--- src/rtl/fsm_seqdet.sv ---
// Serial pattern detector: one-hot matcher with a registered match pulse and a saturating match counter.
// The transition table is built at elaboration from PATTERN, so any pattern and overlap mode needs no hand coding.
module fsm_seqdet #(
  parameter int unsigned  N       = 4,
  parameter logic [N-1:0] PATTERN = 4'b1011,
  parameter bit           OVERLAP = 1'b1,
  parameter int unsigned  CNT_W   = 8
) (
  input  logic             clk,
  input  logic             rst,
  input  logic             en,
  input  logic             in,
  input  logic             cnt_clr,
  output logic             out,
  output logic [N-1:0]     state,
  output logic [CNT_W-1:0] cnt
);

  localparam logic [CNT_W-1:0] CNT_MAX = '1;

  // Pattern bit i in arrival order; PATTERN[N-1] arrives first.
  function automatic logic pat_bit(input int i);
    return 1'(PATTERN >> (int'(N) - 1 - i));
  endfunction

  // Longest pattern prefix that is a suffix of (first k pattern bits, then b).
  function automatic int next_len(input int k, input logic b);
    logic ok;
    logic sb;
    for (int l = k + 1; l >= 1; l--) begin
      if (l <= int'(N)) begin
        ok = 1'b1;
        for (int j = 0; j < l; j++) begin
          sb = (k + 1 - l + j == k) ? b : pat_bit(k + 1 - l + j);
          if (sb != pat_bit(j)) ok = 1'b0;
        end
        if (ok) return l;
      end
    end
    return 0;
  endfunction

  // Longest proper border of the pattern: where an overlapping search resumes.
  function automatic int border_len();
    logic ok;
    for (int l = int'(N) - 1; l >= 1; l--) begin
      ok = 1'b1;
      for (int j = 0; j < l; j++) begin
        if (pat_bit(j) != pat_bit(int'(N) - l + j)) ok = 1'b0;
      end
      if (ok) return l;
    end
    return 0;
  endfunction

  localparam int RESTART = OVERLAP ? border_len() : 0;

  function automatic logic [N-1:0] trans(input int k, input logic b);
    int l;
    l = next_len(k, b);
    return N'(1) << ((l == int'(N)) ? RESTART : l);
  endfunction

  logic [N-1:0]        match_c;
  logic [N-1:0]        adv_c;
  logic [N-1:0][N-1:0] term_c;
  logic [N-1:0]        state_d;
  logic                out_d;
  logic [CNT_W-1:0]    cnt_d;

  for (genvar k = 0; k < int'(N); k++) begin : g_state
    localparam logic [N-1:0] T0 = trans(k, 1'b0);
    localparam logic [N-1:0] T1 = trans(k, 1'b1);
    localparam logic         M0 = (next_len(k, 1'b0) == int'(N));
    localparam logic         M1 = (next_len(k, 1'b1) == int'(N));
    assign match_c[k] = state[k] & (in ? M1 : M0);
    for (genvar j = 0; j < int'(N); j++) begin : g_term
      assign term_c[j][k] = state[k] & (in ? T1[j] : T0[j]);
    end
  end

  for (genvar j = 0; j < int'(N); j++) begin : g_adv
    assign adv_c[j] = |term_c[j];
  end

  // Next-state, pulse and counter; an illegal state vector always recovers to S0.
  always_comb begin
    state_d = state;
    out_d   = 1'b0;
    cnt_d   = cnt;
    if (!$onehot(state)) begin
      state_d = N'(1);
    end else if (en) begin
      state_d = adv_c;
      out_d   = |match_c;
    end
    if (cnt_clr) begin
      cnt_d = '0;
    end else if (out_d && (cnt != CNT_MAX)) begin
      cnt_d = cnt + CNT_W'(1);
    end
  end

  always_ff @(posedge clk or negedge rst) begin
    if (!rst) begin
      state <= N'(1);
      out   <= 1'b0;
      cnt   <= '0;
    end else begin
      state <= state_d;
      out   <= out_d;
      cnt   <= cnt_d;
    end
  end

endmodule
--- config.mk ---
export PLATFORM = sky130hd
export DESIGN_NAME = fsm_seqdet
export DESIGN_NICKNAME = d
export VERILOG_FILES = /design/src/rtl/fsm_seqdet.sv
export SDC_FILE = /design/constraint.sdc
export NUM_CORES = 1
export LEC_CHECK = 0
export ABC_AREA = 1
export BUFFER_PORTS_ARGS = -buffer_cell sky130_fd_sc_hd__clkbuf_2
export CORE_ASPECT_RATIO = 0.5
export CORE_MARGIN = 2
export CORE_UTILIZATION = 25
export CTS_CLUSTER_DIAMETER = 60
export DETAILED_ROUTE_END_ITERATION = 8
export GPL_ROUTABILITY_DRIVEN = 0
export PLACE_DENSITY = 0.4
export REMOVE_ABC_BUFFERS = 1
export SLEW_MARGIN = 20
export SYNTH_ARGS = -nofsm -noshare
export SYNTH_HDL_FRONTEND = slang
export SYNTH_SLANG_ARGS = --single-unit
--- constraint.sdc ---
create_clock -name clk -period 3.9 [get_ports clk]
set_clock_uncertainty 0.1 [all_clocks]
set_input_delay 0.585 -clock clk [delete_from_list [all_inputs] [get_ports clk]]
set_output_delay 0.585 -clock clk [all_outputs]
set_load 0.01 [all_outputs]
==> results of run 1 <==
[routing by layer]
| layer | vias to the layer above | track usage, % | wire length (um) |
|---|---|---|---|
| met5 | - | 0 | 0 |
| met4 | 0 | 2.903 | 19 |
| met3 | 2 | 3.810 | 64 |
| met2 | 10 | 16.80 | 827 |
| met1 | 328 | 15.40 | 973 |
| li1 | 370 | - | - |
[kinds of logic (layout without fill, tap and decap cells)]
| logic type | Yosys count | count (layout) | synth area share (%) |
|---|---|---|---|
| compound gates | 11 | 11 | 8.030 |
| xor+xnor | 2 | 2 | 2.205 |
| fa+ha+maj | 4 | 4 | 7.245 |
| buf+inv | 14 | 34 | 6.771 |
| flops | 13 | 13 | 41.10 |
| simple gates | 59 | 59 | 34.65 |
[worst max-delay path, cell delays in order (launching register included)]
cell,delay [ps]
sky130_fd_sc_hd__dfrtp_1,450
sky130_fd_sc_hd__ha_1,320
sky130_fd_sc_hd__fa_1,370
sky130_fd_sc_hd__ha_1,270
sky130_fd_sc_hd__inv_1,70
sky130_fd_sc_hd__nand2_1,40
sky130_fd_sc_hd__nor2_1,190
sky130_fd_sc_hd__nand2_1,90
sky130_fd_sc_hd__nor2_1,200
sky130_fd_sc_hd__nand3_1,100
sky130_fd_sc_hd__nand2_1,70
[flip-flops by register name, indices dropped and copies added, names as in the netlist]
register and cells:
state 4, cnt 8, out 1
[layout by cell type, fill, tap and decap left out, types with 2 or more instances in the layout]
cell                       instances
sky130_fd_sc_hd__a21oi_1           3
sky130_fd_sc_hd__clkbuf_2         17
sky130_fd_sc_hd__clkbuf_8          3
sky130_fd_sc_hd__dfrtp_1          12
sky130_fd_sc_hd__ha_1              3
sky130_fd_sc_hd__inv_1            13
sky130_fd_sc_hd__nand2_1          24
sky130_fd_sc_hd__nand3_1          18
sky130_fd_sc_hd__nor2_1           10
sky130_fd_sc_hd__o21ai_0           3
sky130_fd_sc_hd__o21ai_1           2
sky130_fd_sc_hd__o21bai_1          2
sky130_fd_sc_hd__xor2_1            2
[how the worst max path moves through the flow]
stage                     startpoint      to  slack, ps  cells past startpoint
after floorplan             state[3]  cnt[2]       1740                     10
after CTS                   state[3]  cnt[3]       1540                      8
after detailed placement    state[3]  cnt[4]       1540                      8
after global routing        state[3]  cnt[2]       1360                     10
after global placement      state[3]  cnt[3]       1580                      8
final                       state[3]  cnt[2]       1570                     10
[layout make-up]
cell class / count / area [um2] / area share (%)
repair buffers: 17 / 85.08 / 8.774
well taps: 40 / 50.05 / 5.161
multi-input cells: 76 / 414.1 / 42.71
inverters: 13 / 48.80 / 5.032
flip-flops and latches: 13 / 326.6 / 33.68
clock buffers: 4 / 45.04 / 4.645
[power groups by stage]
stage,logic (mW),registers [mW],clock network (mW)
6_report,0.112,0.168,0.121
5_1_grt,0.132,0.171,0.131
4_1_cts,0.115,0.168,0.126
3_5_place_dp,0.114,0.170,0
3_3_place_gp,0.114,0.172,0
2_1_floorplan,0.0740,0.172,0
[metrics by stage]
stage	worst slack [ps]	instance area, um2	std cells	hold slack, ps	util [%]
4_1_cts	1535	969.7	163	157.2	32.18
3_5_place_dp	1536	924.6	159	421.0	30.69
6_report	1573	969.7	163	144.9	32.18
3_3_place_gp	1580	924.6	159	422.4	30.69
5_1_grt	1362	969.7	163	173.1	32.18
2_1_floorplan	1742	789.5	102	189.4	-
==> results, run 1 <==
- The first detailed-routing pass took 4 iterations.
- The endpoint kind of the worst setup timing path is a flip-flop.
- The total of fill cells in the finished design is 339.
- The total grt overflow is 0.
- The share of total power in the clock network is 30.3%.
- Static timing analysis puts the maximum clock frequency at 429.8 MHz.
- The net switching power is 0.1392 mW.
- After synthesis, the most frequently instantiated cells are sky130_fd_sc_hd__nand2_1 (24), sky130_fd_sc_hd__nand3_1 (18), sky130_fd_sc_hd__inv_1 (13), sky130_fd_sc_hd__dfrtp_1 (12), sky130_fd_sc_hd__nor2_1 (10).
- Buffers added to address setup during post-CTS repair amount to 0.
- The leakage power figure is 0.5168 nW.
- 18 I/O pins were placed.
- At the end of the flow, the number of nets in the layout was 133.
- The logic gate share of total power is 27.9%.
- After synthesis, the netlist uses 22 different library cells.
- After legalization and detailed placement, the total HPWL measured 1423 um.
- A synthesized cell averages 7.714 um2.
- The largest fanout of any net on the critical path is 6.
- Ranked by total cell area, the synthesized netlist is headed by sky130_fd_sc_hd__dfrtp_1 (38%), sky130_fd_sc_hd__nand3_1 (11%), sky130_fd_sc_hd__nand2_1 (11%).
- Setup violations remaining at the end of the flow were counted as 0.
- The global-route wire length before repair is 3118 um.
- Per report_power, the sequential group accounts for 41.8% of the total.
- The TritonCTS clock tree is done.
- The max capacitance violation total is 0.
- The hold-fix buffer count after cts is 0.
- The die is 43.87 um tall.
- The capturing point of the worst reg2reg path is cnt[2].
- The part of the cycle the worst path needs is 59.66%.
- The part of the Yosys area used for sequential elements is 41.10%.
- The time the worst path needs with I/O delays and setup is 2327 ps.
- From synthesis to final layout, the design area changed by 22.05%.
- The kind of critical path is flip-flop to flip-flop.
- In this run the tightest slew margin relative to its limit is 75.52%.
- The synthesized design contains 13 register bits.
- The clock-pin slew reported for the worst setup and hold paths after clock tree synthesis is 60 ps.
- For this run, the number of Yosys warnings is 0.
- The post-route netlist has 21.14% of its cells at a drive strength greater than 1.
- In the global route stage, overall resource usage came out at 11.11%.
- The via count of the first global-routing pass is 652.
- By instance count, the leading cell after synthesis is sky130_fd_sc_hd__nand2_1.
- Clock tree synthesis found a total of 13 sinks.
- Yosys mapped a number of flops with a built-in enable equal to 0.
- VDD sags by at most 148.9 uV.
- The count of endpoints failing hold in the final timing report is 0.
- The die is 83.73 um wide.
- The top cell type by area accounts for 37.80% of the synthesized area.
- The total area inside the core boundary comes to 3013 um2.
- The flow ran to the end, and the final reports show no timing, DRC or antenna violations.
- For the worst setup path, the data required time is 3980 ps.
- The overall die area is 3673 um2.
- The number of routed nets with antenna violations is 0.
- The number of buffers inserted during clock tree synthesis is 3.
- The count of routing violations after the opening detailed-route iteration is 20.
- The startpoint identified for the worst register-to-register timing path is state[3].
- The number of antenna violations at the first check in global routing is 0.
- The total number of H-tree levels is 1.
- The number of cells on the worst reg-to-reg path is 10.
- The quantity of I/O buffers inserted on ports is 17.
- The detailed router placed 710 vias in this run.
- Power spread over the standard cell area amounts to 414.0 nW/um2.
- The clock root buffer is sky130_fd_sc_hd__clkbuf_8.
- The clock network latency to the later pin of the worst-skew pair is 240 ps.
- The most instantiated flip-flop cell in the synthesis netlist is sky130_fd_sc_hd__dfrtp_1.
- The cell-internal power is 0.2623 mW.
- Setup repair after global routing left no endpoint under its margin.
- The worst setup path is launched from a flip-flop.
- The post-cts repair resize count is 0.
- The class of the tightest hold or removal check is primary input to asynchronous set/reset pin.
- The number of buffers between clock root and the deepest sink is 2.
- The final wirelength is 1884 um.
- The final total power is 0.4015 mW.
- The async set-or-reset flop fraction in the synthesized netlist is 100.0%.
- Row generation in the floorplan step produced 14 rows.
- The worst reg-to-reg setup slack is 1570 ps.
- In the final routed layout, each cell accounts on average for 11.56 um.
- The synthesized instance count is 103.
- The synthesized design spends more area on one cell type than any other, namely sky130_fd_sc_hd__dfrtp_1.
- Net switching is 34.67% of the power.
- The measured slew at the worst slew-check pin is 367.2 ps.
- The initial cell density of the core is 26.37%.
- The DRC violation count after routing is 0.
- The final count of pins violating max slew was 0.
- In the routed layout, each cell is associated on average with a via count of 4.356.
- The summed negative setup slack over all endpoints is 0 ps.
- The largest net degree at the start of global routing is 14.
- Data arrives at the worst endpoint at 2410 ps.
- The number of antenna diodes in the final layout is 0.
- The cell area that synthesis handed to floorplanning was 794.5 um2.
(Power assumes the default switching activity.)
==> inputs of run 2 (changes only) <==
--- a/config.mk
+++ b/config.mk
@@ -13,7 +13,7 @@
 export CTS_CLUSTER_DIAMETER = 60
 export DETAILED_ROUTE_END_ITERATION = 8
 export GPL_ROUTABILITY_DRIVEN = 0
-export PLACE_DENSITY = 0.4
+export PLACE_DENSITY = 0.42
 export REMOVE_ABC_BUFFERS = 1
 export SLEW_MARGIN = 20
 export SYNTH_ARGS = -nofsm -noshare
==> constraint.sdc (replaced) <==
create_clock -name clk -period 2.1 [get_ports clk]
set_clock_uncertainty 0.1 [all_clocks]
set_input_delay 0.315 -clock clk [delete_from_list [all_inputs] [get_ports clk]]
set_output_delay 0.315 -clock clk [all_outputs]
set_load 0.01 [all_outputs]
==> run 2 against run 1 <==
Effect of this change:
- the run now ends with negative setup slack left
- global-route usage rose by 1.4 points
- die area did not move
- core utilization rose by 5.1 points
- largest power group is now combinational logic
==> results, run 2 (same netlist as run 1, synthesis figures left out) <==
- The part of the cycle the worst path needs is 102.1% (+42 points).
- The post-detailed-route wirelength per cell is 12.24 um (+5.9%).
- The die span in x was 83.73 um (unchanged).
- The final reports fail on negative setup slack.
- The total of fill cells in the finished design came to 337 (-0.59%).
- The worst setup path is captured at a flip-flop.
- The library cells used most frequently in the layout, excluding fill and tap cells, are sky130_fd_sc_hd__nand2_1 (24), sky130_fd_sc_hd__clkbuf_2 (17), sky130_fd_sc_hd__nand3_1 (13).
- The final wirelength is 2106 um (+12%).
- The I/O pin total is 18 (unchanged).
- The total grt overflow is 0 (unchanged).
- The count of routing violations after the opening detailed-route iteration is 6 (-70%).
- The DRC violation count after routing is 0 (unchanged).
- The leakage power figure came to 0.5683 nW (+10%).
- The placeable core region is 3013 um2 (unchanged).
- The count of endpoints failing hold in the final timing report was 0 (unchanged).
- The kind of critical path is flip-flop to flip-flop.
- The sequential group share of total power was 30.5% (-11 points).
- The logic gate share of total power is 46.2% (+18 points).
- The worst hold slack came to 249.3 ps (+104.4 ps).
- The startpoint of the tightest hold check path is cnt_clr.
- The final count of pins violating max slew is 0 (unchanged).
- The measured slew at the worst slew-check pin is 409.0 ps (+41.78 ps).
- The number of flip-flops under the largest register name is 8 (unchanged).
- The fraction of power spent switching nets was 35.36% (+0.69 points).
- The summed area of non-filler cells in the final layout was 1122 um2 (+16%).
- The clock network latency to the later pin of the worst-skew pair came to 240 ps (about the same).
- The cell area reported after detailed placement came to 954.7 um2 (+3.2%).
- The startpoint identified for the worst register-to-register timing path is state[2].
- The total track usage is 12.52% (+1.4 points).
- The critical path launch point is state[2].
- The number of routed nets with antenna violations is 0 (unchanged).
- The number of buffers between clock root and the deepest sink is 2 (unchanged).
- In the final layout, the registers with the most flip-flops are cnt: 8 flops, state: 4 flops, out: 1 flops.
- The top routing layer in use is met3.
- The number of iterations in the first detailed-routing pass came to 4 (unchanged).
- The detailed-route via count is 773 (+8.9%).
- The number of cells in the design after placement came to 163 (+2.5%).
- The final cell count without fillers is 172 (+5.5%).
- The worst supply voltage drop on vdd came to 263.7 uV (+77%).
- The clock-pin slew reported for the worst setup and hold paths after clock tree synthesis came to 60 ps (about the same).
- The largest fanout of any net on the critical path is 5 (-1).
- The power per unit of standard cell area came to 891.3 nW/um2 (+120%).
- The max capacitance violation total was 0 (unchanged).
- The overall die area is 3673 um2 (unchanged).
- The flow ran to the end, but the final reports show violations.
- The critical path data required time is 2190 ps (-1790 ps).
- cnt holds more flip-flops than any other register.
- The detailed route wirelength on metal3 is 59 um (-7.8%).
- The number of vias per cell after detailed routing is 4.494 (+3.2%).
- The achievable clock frequency is 466.6 MHz (+8.6%).
- The final layout net count was 142 (+6.8%).
- The worst reg-to-reg setup slack is -40 ps (-1620 ps).
- Setup repair after global routing could not meet its margin everywhere.
- The fraction of final layout cells sized beyond drive strength 1 is 36.36% (+15 points).
- The antenna cell count is 0 (unchanged).
- The cell-internal power is 0.6467 mW (+150%).
- The net switching power is 0.3537 mW (+150%).
- The register area is 326.6 um2 (unchanged).
- The quantity of I/O buffers inserted on ports came to 17 (unchanged).
- The number of antenna violations at the first check in global routing is 0 (unchanged).
- The global-route wire length before repair came to 3470 um (+11%).
- The setup-violating endpoint count in the final report is 6 (+6).
- The via count of the first global-routing pass is 711 (+9.0%).
- The share of total power in the clock network was 23.3% (-7.0 points).
- The half-perimeter wire length after placement is 1451 um (+2.0%).
- The tightest slew margin relative to the limit came to 72.71% (-2.8 points).
- The cell sitting at the root of the clock tree is a sky130_fd_sc_hd__clkbuf_8.
- The floorplan row count is 14 (unchanged).
- The sum of met2 wire segment lengths after detailed routing is 1032 um (+25%).
- The data arrival time of the critical path is 2230 ps (-180 ps).
- The die extent in y is 43.87 um (unchanged).
- The total number of H-tree levels came to 1 (unchanged).
- The critical path launch point type is a flip-flop.
- The placement-stage worst setup slack is -140.3 ps (-1677 ps).
- Leaving out fill and tap cells, the most frequent cell in the layout is sky130_fd_sc_hd__nand2_1.
- The slack of the critical path came to -43.13 ps (-1616 ps).
- TritonCTS built the clock tree.
- The number of buffers inserted during clock tree synthesis is 3 (unchanged).
- The initial cell density of the core was 26.37% (unchanged).
- The TritonCTS sink count is 13 (unchanged).
- The area overhead of the layout relative to synthesis is 41.26%.
- The footprint of the multi-input gates is 501.7 um2 (+21%).
- The largest net degree at the start of global routing came to 14 (unchanged).
- The wire length on met1 is 1014 um (+4.2%).
- The time the worst path needs with I/O delays and setup came to 2143 ps (-183.8 ps).
- The min-delay analysis places its worst path in the category primary input to flip-flop.
run 2: cell types whose count changed in the layout (fill, tap and decap cells not counted), moves of 2 or more:
cell                      change
sky130_fd_sc_hd__nor2_1       -2
sky130_fd_sc_hd__o21ai_2      +2
sky130_fd_sc_hd__inv_1        -2
sky130_fd_sc_hd__buf_4        +7
sky130_fd_sc_hd__o21ai_0      -3
sky130_fd_sc_hd__nand3_2      +3
sky130_fd_sc_hd__nand3_1      -5
sky130_fd_sc_hd__nand3_4      +2
run 2: layer usage:
metal,up-vias,track usage (%)
met5,-,0
met4,0,3.871
met3,0,4.571
met2,12,20.00
met1,369,16.16
li1,392,-
run 2: worst paths after layout:
path / to / cells past startpoint
setup / recovery: cnt[7] / 10
hold / removal: cnt[1] / 4
setup reg to reg: cnt[7] / 10
hold reg to reg: cnt[1] / 2
max in group asynchronous: state[0] / 2
min in group asynchronous: cnt[1] / 2
run 2: critical path, stage by stage, from the launching register on:
cell                      delay (ps)
sky130_fd_sc_hd__dfrtp_1         380
sky130_fd_sc_hd__ha_1            320
sky130_fd_sc_hd__fa_2            390
sky130_fd_sc_hd__ha_4            230
sky130_fd_sc_hd__inv_4            60
sky130_fd_sc_hd__nand3_4          70
sky130_fd_sc_hd__nor2_4          190
sky130_fd_sc_hd__nand2_4         120
sky130_fd_sc_hd__nor2_4          120
sky130_fd_sc_hd__nand2_1          50
sky130_fd_sc_hd__nand2_1          50
run 2: cell type report:
type | count | share of cell area, %
Timing Repair Buffer | 25 | 13.15
Inverter | 13 | 4.571
Clock buffer | 4 | 4.013
Sequential cell | 13 | 29.10
Multi-Input combinational cell | 77 | 44.70
Tap cell | 40 | 4.459
run 2: power by group through the flow:
| stage | clock network (mW) | logic, mW | registers (mW) |
|---|---|---|---|
| after floorplan | 0 | 0.137 | 0.320 |
| after global placement | 0 | 0.270 | 0.311 |
| after detailed placement | 0 | 0.270 | 0.309 |
| after CTS | 0.237 | 0.338 | 0.306 |
| after global routing | 0.257 | 0.516 | 0.310 |
| final | 0.233 | 0.462 | 0.305 |
run 2: stage by stage:
step                      TNS, ps  total power [mW]  utilization [%]
after floorplan            -378.2            0.4574                -
after global placement     -651.5            0.5816            31.69
after detailed placement   -865.7            0.5794            31.69
after CTS                  -113.4            0.8820            35.47
after global routing       -677.0             1.083            37.25
final                      -122.0             1.000            37.25
run 2: timing repair:
action / 4_1_cts / 5_1_grt
setup buffers: 2 / 1
cloned: 1 / 0
hold endpoints to repair: 12 / 0
pin swaps: 3 / 7
setup endpoints to repair: 9 / 10
hold buffers: 1 / 0
resized for setup: 8 / 14
